==> config.mk <==
export PLATFORM = sky130hd
export DESIGN_NAME = alu_seq
export DESIGN_NICKNAME = d
export VERILOG_FILES = /design/src/rtl/alu_pkg.sv /design/src/rtl/alu_core.sv /design/src/rtl/alu_seq.sv
export SDC_FILE = /design/constraint.sdc
export NUM_CORES = 1
export LEC_CHECK = 0
export ABC_AREA = 1
export BUFFER_PORTS_ARGS = -buffer_cell sky130_fd_sc_hd__buf_2
export CAP_MARGIN = 20
export CORE_UTILIZATION = 30
export DETAILED_ROUTE_END_ITERATION = 10
export PLACE_DENSITY = 0.5
export SYNTH_ARGS = -nofsm -noshare
export SYNTH_HDL_FRONTEND = slang
export SYNTH_HIERARCHICAL = 1
export SYNTH_SLANG_ARGS = --single-unit
==> constraint.sdc <==
create_clock -name clk -period 4.95 [get_ports clk]
set_input_delay 0.495 -clock clk [delete_from_list [all_inputs] [get_ports clk]]
set_output_delay 0.495 -clock clk [all_outputs]
set_load 0.02 [all_outputs]
==> src/rtl/alu_pkg.sv <==
// Shared types for the sequential ALU: op and state encodings, flag bit positions.
// Consumers import alu_pkg::* ; the accumulator option lives in alu_seq (ALU_SEQ_ACC_EN).
package alu_pkg;

  typedef enum logic [2:0] {
    OP_ADD = 3'b000,
    OP_SUB = 3'b001,
    OP_OR  = 3'b010,
    OP_AND = 3'b011,
    OP_XOR = 3'b100,
    OP_SLL = 3'b101,
    OP_SRL = 3'b110,
    OP_SRA = 3'b111
  } op_t;

  typedef enum logic [1:0] {
    IDLE  = 2'd0,
    SHIFT = 2'd1,
    HOLD  = 2'd2
  } state_t;

  localparam int unsigned FLAG_W = 4;
  localparam int unsigned FLAG_N = 3;
  localparam int unsigned FLAG_Z = 2;
  localparam int unsigned FLAG_C = 1;
  localparam int unsigned FLAG_V = 0;

  // Assemble the {N,Z,C,V} status word.
  function automatic logic [FLAG_W-1:0] pack_flags(input logic n, input logic z,
                                                   input logic c, input logic v);
    logic [FLAG_W-1:0] f;
    f         = '0;
    f[FLAG_N] = n;
    f[FLAG_Z] = z;
    f[FLAG_C] = c;
    f[FLAG_V] = v;
    return f;
  endfunction

  function automatic logic is_shift(input op_t o);
    return (o == OP_SLL) || (o == OP_SRL) || (o == OP_SRA);
  endfunction

endpackage

==> src/rtl/alu_core.sv <==
// Single-cycle combinational ops (ADD/SUB/OR/AND/XOR) with N/Z/C/V flags.
// Shift ops yield zero here; they are iterated in alu_seq.
module alu_core
  import alu_pkg::*;
#(
  parameter int unsigned N = 16
) (
  input  op_t               i_op,
  input  logic [N-1:0]      i_a,
  input  logic [N-1:0]      i_b,
  output logic [N-1:0]      o_result_c,
  output logic [FLAG_W-1:0] o_flags_c
);

  logic [N:0]   w_sum;
  logic [N:0]   w_diff;
  logic [N-1:0] w_res;
  logic         w_c;
  logic         w_v;

  // Extra top bit carries the carry-out / borrow.
  assign w_sum  = {1'b0, i_a} + {1'b0, i_b};
  assign w_diff = {1'b0, i_a} - {1'b0, i_b};

  always_comb begin
    w_res = '0;
    w_c   = 1'b0;
    w_v   = 1'b0;
    case (i_op)
      OP_ADD: begin
        w_res = w_sum[N-1:0];
        w_c   = w_sum[N];
        w_v   = (i_a[N-1] == i_b[N-1]) && (w_sum[N-1] != i_a[N-1]);
      end
      OP_SUB: begin
        w_res = w_diff[N-1:0];
        w_c   = w_diff[N];
        w_v   = (i_a[N-1] != i_b[N-1]) && (w_diff[N-1] != i_a[N-1]);
      end
      OP_OR:   w_res = i_a | i_b;
      OP_AND:  w_res = i_a & i_b;
      OP_XOR:  w_res = i_a ^ i_b;
      default: w_res = '0;
    endcase
  end

  assign o_result_c = w_res;
  assign o_flags_c  = pack_flags(w_res[N-1], (w_res == '0), w_c, w_v);

endmodule

==> src/rtl/alu_seq.sv <==
// Registered, valid/ready-handshaked ALU with one-bit-per-clock shifts.
// Define ALU_SEQ_ACC_EN to add the accumulator that can stand in for operand A.
module alu_seq
  import alu_pkg::*;
#(
  parameter int unsigned N = 16
) (
  input  logic              clk,
  input  logic              reset,
  input  logic              in_valid,
  output logic              in_ready,
  input  op_t               op,
  input  logic [N-1:0]      A,
  input  logic [N-1:0]      B,
  input  logic              use_acc,
  output logic              out_valid,
  input  logic              out_ready,
  output logic [N-1:0]      Result,
  output logic [FLAG_W-1:0] flags
);

  localparam int unsigned SHW = $clog2(N);

  state_t              r_state;
  state_t              w_state_next;
  op_t                 r_op;
  logic [SHW-1:0]      r_cnt;
  logic [N-1:0]        r_result;
  logic [FLAG_W-1:0]   r_flags;
  logic                r_out_valid;

  logic                w_accept;
  logic                w_release;
  logic                w_shift_op;
  logic [SHW-1:0]      w_amt;
  logic [N-1:0]        w_a;
  logic [N-1:0]        w_core_result;
  logic [FLAG_W-1:0]   w_core_flags;
  logic [N-1:0]        w_step;
  logic                w_step_out;

  assign in_ready   = (r_state == IDLE) && !reset;
  assign w_accept   = in_valid && in_ready;
  assign w_release  = (r_state == HOLD) && out_ready;
  assign w_shift_op = is_shift(op);
  assign w_amt      = B[SHW-1:0];

`ifdef ALU_SEQ_ACC_EN
  logic [N-1:0] r_acc;

  // Accumulator captures every delivered result.
  always_ff @(posedge clk) begin
    if (reset) begin
      r_acc <= '0;
    end else if (w_release) begin
      r_acc <= r_result;
    end
  end

  assign w_a = use_acc ? r_acc : A;
`else
  logic w_unused_acc;
  assign w_unused_acc = use_acc;
  assign w_a          = A;
`endif

  alu_core #(
    .N (N)
  ) u_core (
    .i_op       (op),
    .i_a        (w_a),
    .i_b        (B),
    .o_result_c (w_core_result),
    .o_flags_c  (w_core_flags)
  );

  // One shift step of the working value; r_result doubles as the shift register.
  always_comb begin
    w_step     = r_result;
    w_step_out = 1'b0;
    case (r_op)
      OP_SLL: begin
        w_step     = {r_result[N-2:0], 1'b0};
        w_step_out = r_result[N-1];
      end
      OP_SRL: begin
        w_step     = {1'b0, r_result[N-1:1]};
        w_step_out = r_result[0];
      end
      OP_SRA: begin
        w_step     = {r_result[N-1], r_result[N-1:1]};
        w_step_out = r_result[0];
      end
      default: w_step = r_result;
    endcase
  end

  always_comb begin
    w_state_next = r_state;
    case (r_state)
      IDLE: begin
        if (w_accept) begin
          w_state_next = (w_shift_op && (w_amt != '0)) ? SHIFT : HOLD;
        end
      end
      SHIFT: begin
        if (r_cnt == SHW'(1)) begin
          w_state_next = HOLD;
        end
      end
      HOLD: begin
        if (out_ready) begin
          w_state_next = IDLE;
        end
      end
      default: w_state_next = IDLE;
    endcase
  end

  always_ff @(posedge clk) begin
    if (reset) begin
      r_state <= IDLE;
    end else begin
      r_state <= w_state_next;
    end
  end

  always_ff @(posedge clk) begin
    if (reset) begin
      r_op        <= OP_ADD;
      r_cnt       <= '0;
      r_result    <= '0;
      r_flags     <= '0;
      r_out_valid <= 1'b0;
    end else begin
      r_out_valid <= (w_state_next == HOLD);
      case (r_state)
        IDLE: begin
          if (w_accept) begin
            r_op <= op;
            if (w_shift_op) begin
              r_result <= w_a;
              r_cnt    <= w_amt;
              r_flags  <= pack_flags(w_a[N-1], (w_a == '0), 1'b0, 1'b0);
            end else begin
              r_result <= w_core_result;
              r_flags  <= w_core_flags;
            end
          end
        end
        SHIFT: begin
          r_result <= w_step;
          r_cnt    <= r_cnt - SHW'(1);
          if (r_cnt == SHW'(1)) begin
            r_flags <= pack_flags(w_step[N-1], (w_step == '0), w_step_out, 1'b0);
          end
        end
        default: r_cnt <= r_cnt;
      endcase
    end
  end

  assign out_valid = r_out_valid;
  assign Result    = r_result;
  assign flags     = r_flags;

endmodule

== Word level (Yosys, flattened, before mapping) ==
Cells that the tools add are included.
Widths: inputs -> output; s select.

* Register bits: 30
* Input bits: 40
* Output and inout bits: 22
* Logic and storage cells: 73

* Add/sub/neg operators: 3
* Equality and inequality tests: 21
* Mux-type cells: 20
* Bitwise logic cells: 3
* Reductions and logical operators: 20

{| class="wikitable"
|+ Operators by type and width
! kind !! number
|-
| $pmux 16 s5 || 1
|-
| $logic_not 16->1 || 3
|-
| $pmux 16 s3 || 1
|-
| $mux 16 || 2
|-
| $pmux 16 s2 || 1
|-
| $eq 3x3->1 const B || 7
|-
| $mux 4 || 5
|-
| $add 16x16->17 || 1
|-
| $sub 16x16->17 || 1
|-
| $and 16x16->16 || 1
|-
| $or 16x16->16 || 1
|-
| $pmux 4 s2 || 2
|-
| $xor 16x16->16 || 1
|-
| $mux 2 || 4
|-
| $eq 3x2->1 const B || 2
|-
| $ne 2x2->1 const B || 3
|-
| $pmux 1 s2 || 3
|-
| $pmux 2 s3 || 1
|-
| $reduce_and 3->1 || 2
|-
| $logic_and 1x1->1 || 5
|-
| $eq 2x2->1 const B || 2
|-
| $eq 4x1->1 const B || 1
|-
| $reduce_and 2->1 || 2
|-
| $reduce_bool 4->1 || 1
|-
| other kinds (11) || 14
|}

== Logic depth before layout (Yosys ltp) ==
* Depth after elaboration: 8
* Gate-level depth with buffers: 21
* Gate-level depth less buffers: 20

== Modules after synthesis ==
The synthesis kept the hierarchy.

{| class="wikitable"
|+ Modules (own cells, without submodules)
! module !! instances !! cells an instance !! area each (um2) !! sequential area each (um2)
|-
| alu_core || 1 || 593 || 3,080.5 || 0.0
|-
| alu_seq || 1 || 318 || 2,124.5 || 600.6
|}

== Least setup slack after synthesis ==
No wires, ideal clock.

* Path type: input to register
* From: input port A[0]
* To: register r_flags[2], in the netlist flags[2]
* Library setup time: 0.070 ns
* Arrival: 2.372 ns
* Required time: 4.880 ns
* Path slack: 2.509 ns
* Stages: 20
* Buffers on the path: 0
* Cells stage by stage: ha_1 -> inv_1 -> fa_1 -> inv_1 -> nand3_1 -> nand2_1 -> nand2_1 -> nand2_1 -> nand2_1 -> nand2_1 -> nand2_1 -> nand3_1 -> nand3_1 -> nor2_1 -> nand2_1 -> nor3_2 -> nand2_1 -> nand2_1 -> a21oi_1 -> a21oi_1

* Longest elaborated chain between the ends: 6
* Elaborated cells on any way between the ends: 11
* Those cells by class: add/sub (2); mux (4); bitwise (3); reduce/logical (2)

{| class="wikitable"
|+ Ends and longest elaborated chain
! element !! line !! text
|-
| from (decl) || alu_seq.sv:13 || <nowiki>input logic [N-1:0] A,</nowiki>
|-
| $sub 16x16->17 / $add 16x16->17 (equally long branches) || alu_core.sv:23, alu_core.sv:22 ||
|-
| $pmux 16 s5 (*) || alu_core.sv:29 || <nowiki>case (i_op)</nowiki>
|-
| via w_core_result[14] || alu_seq.sv:37 || <nowiki>logic [N-1:0] w_core_result;</nowiki>
|-
| $logic_not 16->1 (*) || alu_core.sv:48 || <nowiki>assign o_flags_c = pack_flags(w_res[N-1], (w_res == '0), w_c, w_v);</nowiki>
|-
| via w_core_flags[2] || alu_seq.sv:38 || <nowiki>logic [FLAG_W-1:0] w_core_flags;</nowiki>
|-
| $mux 4 (*) || alu_seq.sv:141 || <nowiki>if (w_shift_op) begin</nowiki>
|-
| $mux 4 (*) || alu_seq.sv:139 || <nowiki>if (w_accept) begin</nowiki>
|-
| $pmux 4 s2 (*) || alu_seq.sv:137 || <nowiki>case (r_state)</nowiki>
|-
| to (signal assigned) || alu_seq.sv:144 || <nowiki>r_flags <= pack_flags(w_a[N-1], (w_a == '0), 1'b0, 1'b0);</nowiki>
|-
| to (signal assigned) || alu_seq.sv:147 || <nowiki>r_flags <= w_core_flags;</nowiki>
|-
| to (signal assigned) || alu_seq.sv:155 || <nowiki>r_flags <= pack_flags(w_step[N-1], (w_step == '0), w_step_out, 1'b0);</nowiki>
|-
| to (decl) || alu_seq.sv:29 || <nowiki>logic [FLAG_W-1:0] r_flags;</nowiki>
|}

Mark *: on every way through the listed nets, which the timed path passes. The rest lies on a longest branch. The select of a mux whose other input is x is not followed.
A chain may end at the register's enable or synchronous reset.

== Worst setup path in the final report ==
Ends and elaborated chain as after synthesis.

==> impl_metrics.json <==
{
  "drt_pass1_iterations": 5,
  "syn_inst": 911,
  "syn_nets": 1005,
  "dpl_cell_area_um2": 5567,
  "routedWlPerCell_um": 15.34,
  "syn_to_final_growth_pct": 10.00,
  "grt-ovfl-total": 0,
  "antenna_found_initial": 0,
  "ctsHoldBuffers": 0,
  "drive_gt1_frac": 0.1530,
  "slew_headroom": 0.3542,
  "htreeDepth": 2,
  "postLayoutCoreUtil": 0.3416,
  "crit_cells": 21,
  "post_cts_buffers": 0,
  "gp_congestion": 0.8791,
  "port_buffers": 60,
  "post-route-min-period_ps": 2918,
  "powerDensity_nw_per_um2": 185.9,
  "syn_area_um2": 5205,
  "syn_avg_cell_area_um2": 5.713,
  "critPathCaptureType": "register",
  "path_common_cell": "nand2_1",
  "finalInstanceArea_um2": 5725,
  "post_cts_resized": 0,
  "outcome": "finished, final reports clean",
  "track_usage": 0.2036,
  "clockBufferDepth": 2,
  "tns_ps": 0,
  "start_util": 0.3106,
  "path_cells": "buf_2 -> ha_1 -> inv_1 -> fa_1 -> inv_1 -> nand3_1 -> nand2_1 -> nand2_1 -> nand2_1 -> nand2_1 -> nand2_1 -> nand2_1 -> nand3_1 -> nand3_1 -> nor2_1 -> nand2_1 -> nor3_2 -> nand2_1 -> nand2_1 -> a21oi_1 -> a21oi_1",
  "fp.coreArea_um2": 16760,
  "max_cap_violations": 0,
  "drc": 0,
  "vias": 5717,
  "dieHeight_um": 133.7,
  "cp.required_ps": 5160,
  "routed_wl_um": 17920,
  "ys_warn_count": 6,
  "post_drt_via_cell_ratio": 4.895,
  "row_count": 47,
  "finalPower_mw": 1.065,
  "p_leak_nw": 3.040,
  "critPathSlowestCell": "fa_1",
  "numCtsBuffers": 5,
  "worstSkewPairLatency_ps": 280,
  "diodes": 0,
  "cts_sinks": 30,
  "grt_pass1_vias": 5381,
  "post-dp-hpwl_um": 14380,
  "clkSlewWorstSetupHoldPaths_ps": 50,
  "drt_iter0_drc": 388,
  "die_w_um": 133.7,
  "cts.root.buffer_cell": "clkbuf_16",
  "synth_seq_cells": 30,
  "hold_viol": 0,
  "fin_nets": 1041,
  "cts_tree": "yes",
  "clock_skew_ps": 5.052,
  "hold_slack_ps": 467.3,
  "ant_nets": 0,
  "cpPeakStageDelay_ps": 390,
  "ys_seq_area_frac": 0.1154,
  "ios": 62,
  "vdd_drop_max_uv": 114.2,
  "grt_pass1_wl_um": 28700,
  "cp-start-kind": "input port",
  "dieArea_um2": 17880,
  "fmax_mhz": 342.7,
  "worstMarginPinSlew_ps": 967.7,
  "crit_fanout": 5,
  "synth.distinct_cells": 47,
  "period_share": 0.5896,
  "setup.worst_path.class": "in -> reg",
  "worst_hold_path_type": "reg -> reg",
  "cp_top_family": "simple AND/OR/NAND/NOR gates",
  "final_max_slew_viol_count": 0,
  "final-setup-viol-count": 0,
  "rsz0062_at_grt": "no",
  "whs_path_depth": 2,
  "critPathBufInv": 3,
  "worstPathArrival_ps": 3130,
  "rr_worst_depth": 8,
  "grt_max_degree": 25
}
[sequential cells by signal (all words and copies together) (netlist names)]
| name | cells |
|---|---|
| r_state | 2 |
| r_cnt | 4 |
| Result | 16 |
| out_valid | 1 |
| flags | 4 |
| r_op | 3 |
[cells in the mapped netlist, drive strengths merged]
library cell  count  share of area
a32o              1         0.0019
xor2              3         0.0050
xnor2             1         0.0017
o22ai             8         0.0096
clkinv            3         0.0024
nor2             90          0.074
nand3           115           0.13
buf              27          0.037
clkbuf            5         0.0038
nor3              4         0.0070
a31oi             5         0.0060
a41oi            10          0.030
a21oi            41          0.042
nand3b            3         0.0043
ha               52           0.12
o21bai            1         0.0014
o211ai            4         0.0058
and2              4         0.0048
fa                2         0.0077
o2111ai           1         0.0017
dfxtp            30           0.12
o221ai            1         0.0017
o31ai             1         0.0014
inv             153           0.11
or2               3         0.0036
nand2           306           0.23
nand4            17          0.022
o21ai            18          0.018
a22oi             2         0.0029
[worst register-to-register path, cell delays in order, from the launching register on]
cell      delay [ps]
dfxtp_1          410
nor2_4           540
clkinv_2         350
nand2_2          210
inv_2            150
a22oi_1          180
nand3_1          110
nand2_1           70
inv_1             50
[area by class of cell]
class | count | area [µm²]
clock buffer | 7 | 142.6
clock inverter | 1 | 5.005
fill | 1948 | 11030
inverter | 156 | 586.8
multi-input combinational | 693 | 3804
sequential | 30 | 600.6
tap | 220 | 275.3
timing repair buffer | 61 | 311.5
[through the flow]
| stage | instances | worst slack, ps |
|---|---|---|
| 6_report | 1168 | 2032 |
| 3_5_place_dp | 1159 | 1792 |
| 4_1_cts | 1167 | 2065 |
| 2_1_floorplan | 911 | 2509 |
| 3_3_place_gp | 1159 | 1790 |
| 5_1_grt | 1168 | 1759 |
[where the power goes]
group          leakage (nW)  internal [mW]  total (mW)  switching, mW
logic                  2.72          0.152       0.476          0.324
clock network        0.0739          0.199       0.312          0.113
registers             0.245          0.257       0.277         0.0198
[path summary, 6_finish.rpt]
check / to / start / slack (ps)
hold / removal: flags[0]$_SDFFE_PP0P_ / flags[0]$_SDFFE_PP0P_ / 470
setup reg to reg: Result[3]$_SDFFE_PP0P_ / r_state[1]$_SDFF_PP0_ / 2770
setup / recovery: flags[2]$_SDFFE_PP0P_ / A[0] / 2030
hold reg to reg: flags[0]$_SDFFE_PP0P_ / flags[0]$_SDFFE_PP0P_ / 470
[metal layers]
metal | vias to the layer above | global-route usage | wire [µm] | part of all wire
li1 | 2963 | - | - | -
met1 | 2586 | 0.2903 | 9013 | 0.50
met2 | 150 | 0.3270 | 7872 | 0.44
met3 | 18 | 0.02245 | 788 | 0.044
met4 | 0 | 0.04230 | 245 | 0.014
met5 | - | 0 | 0 | 0
[cell families (layout without fill, tap and decap cells)]
family,Yosys count,after routing,share of synthesized area
AOI/OAI and AO/OA,93,93,0.1226
adders and majority gates,54,54,0.1327
xor gates and xnor gates,4,4,0.006732
DFF,30,30,0.1154
and+or+nand+nor,542,542,0.4688
buffers and inverters,188,225,0.1538
[layout by cell type (no fill, tap or decap), types with 5 or more instances in the layout]
cell type    n
o22ai_1      8
nand3_1     99
a41oi_2      9
inv_1      133
nand2_2      6
nand4_1     16
ha_1        52
nor2_1      78
o21ai_0     16
clkbuf_16    5
nor2_2       9
nand3_2     15
nand2_1    298
inv_2       20
buf_2       60
dfxtp_1     30
a21oi_1     37
a31oi_1      5
Power figures use the tool's default switching activity.
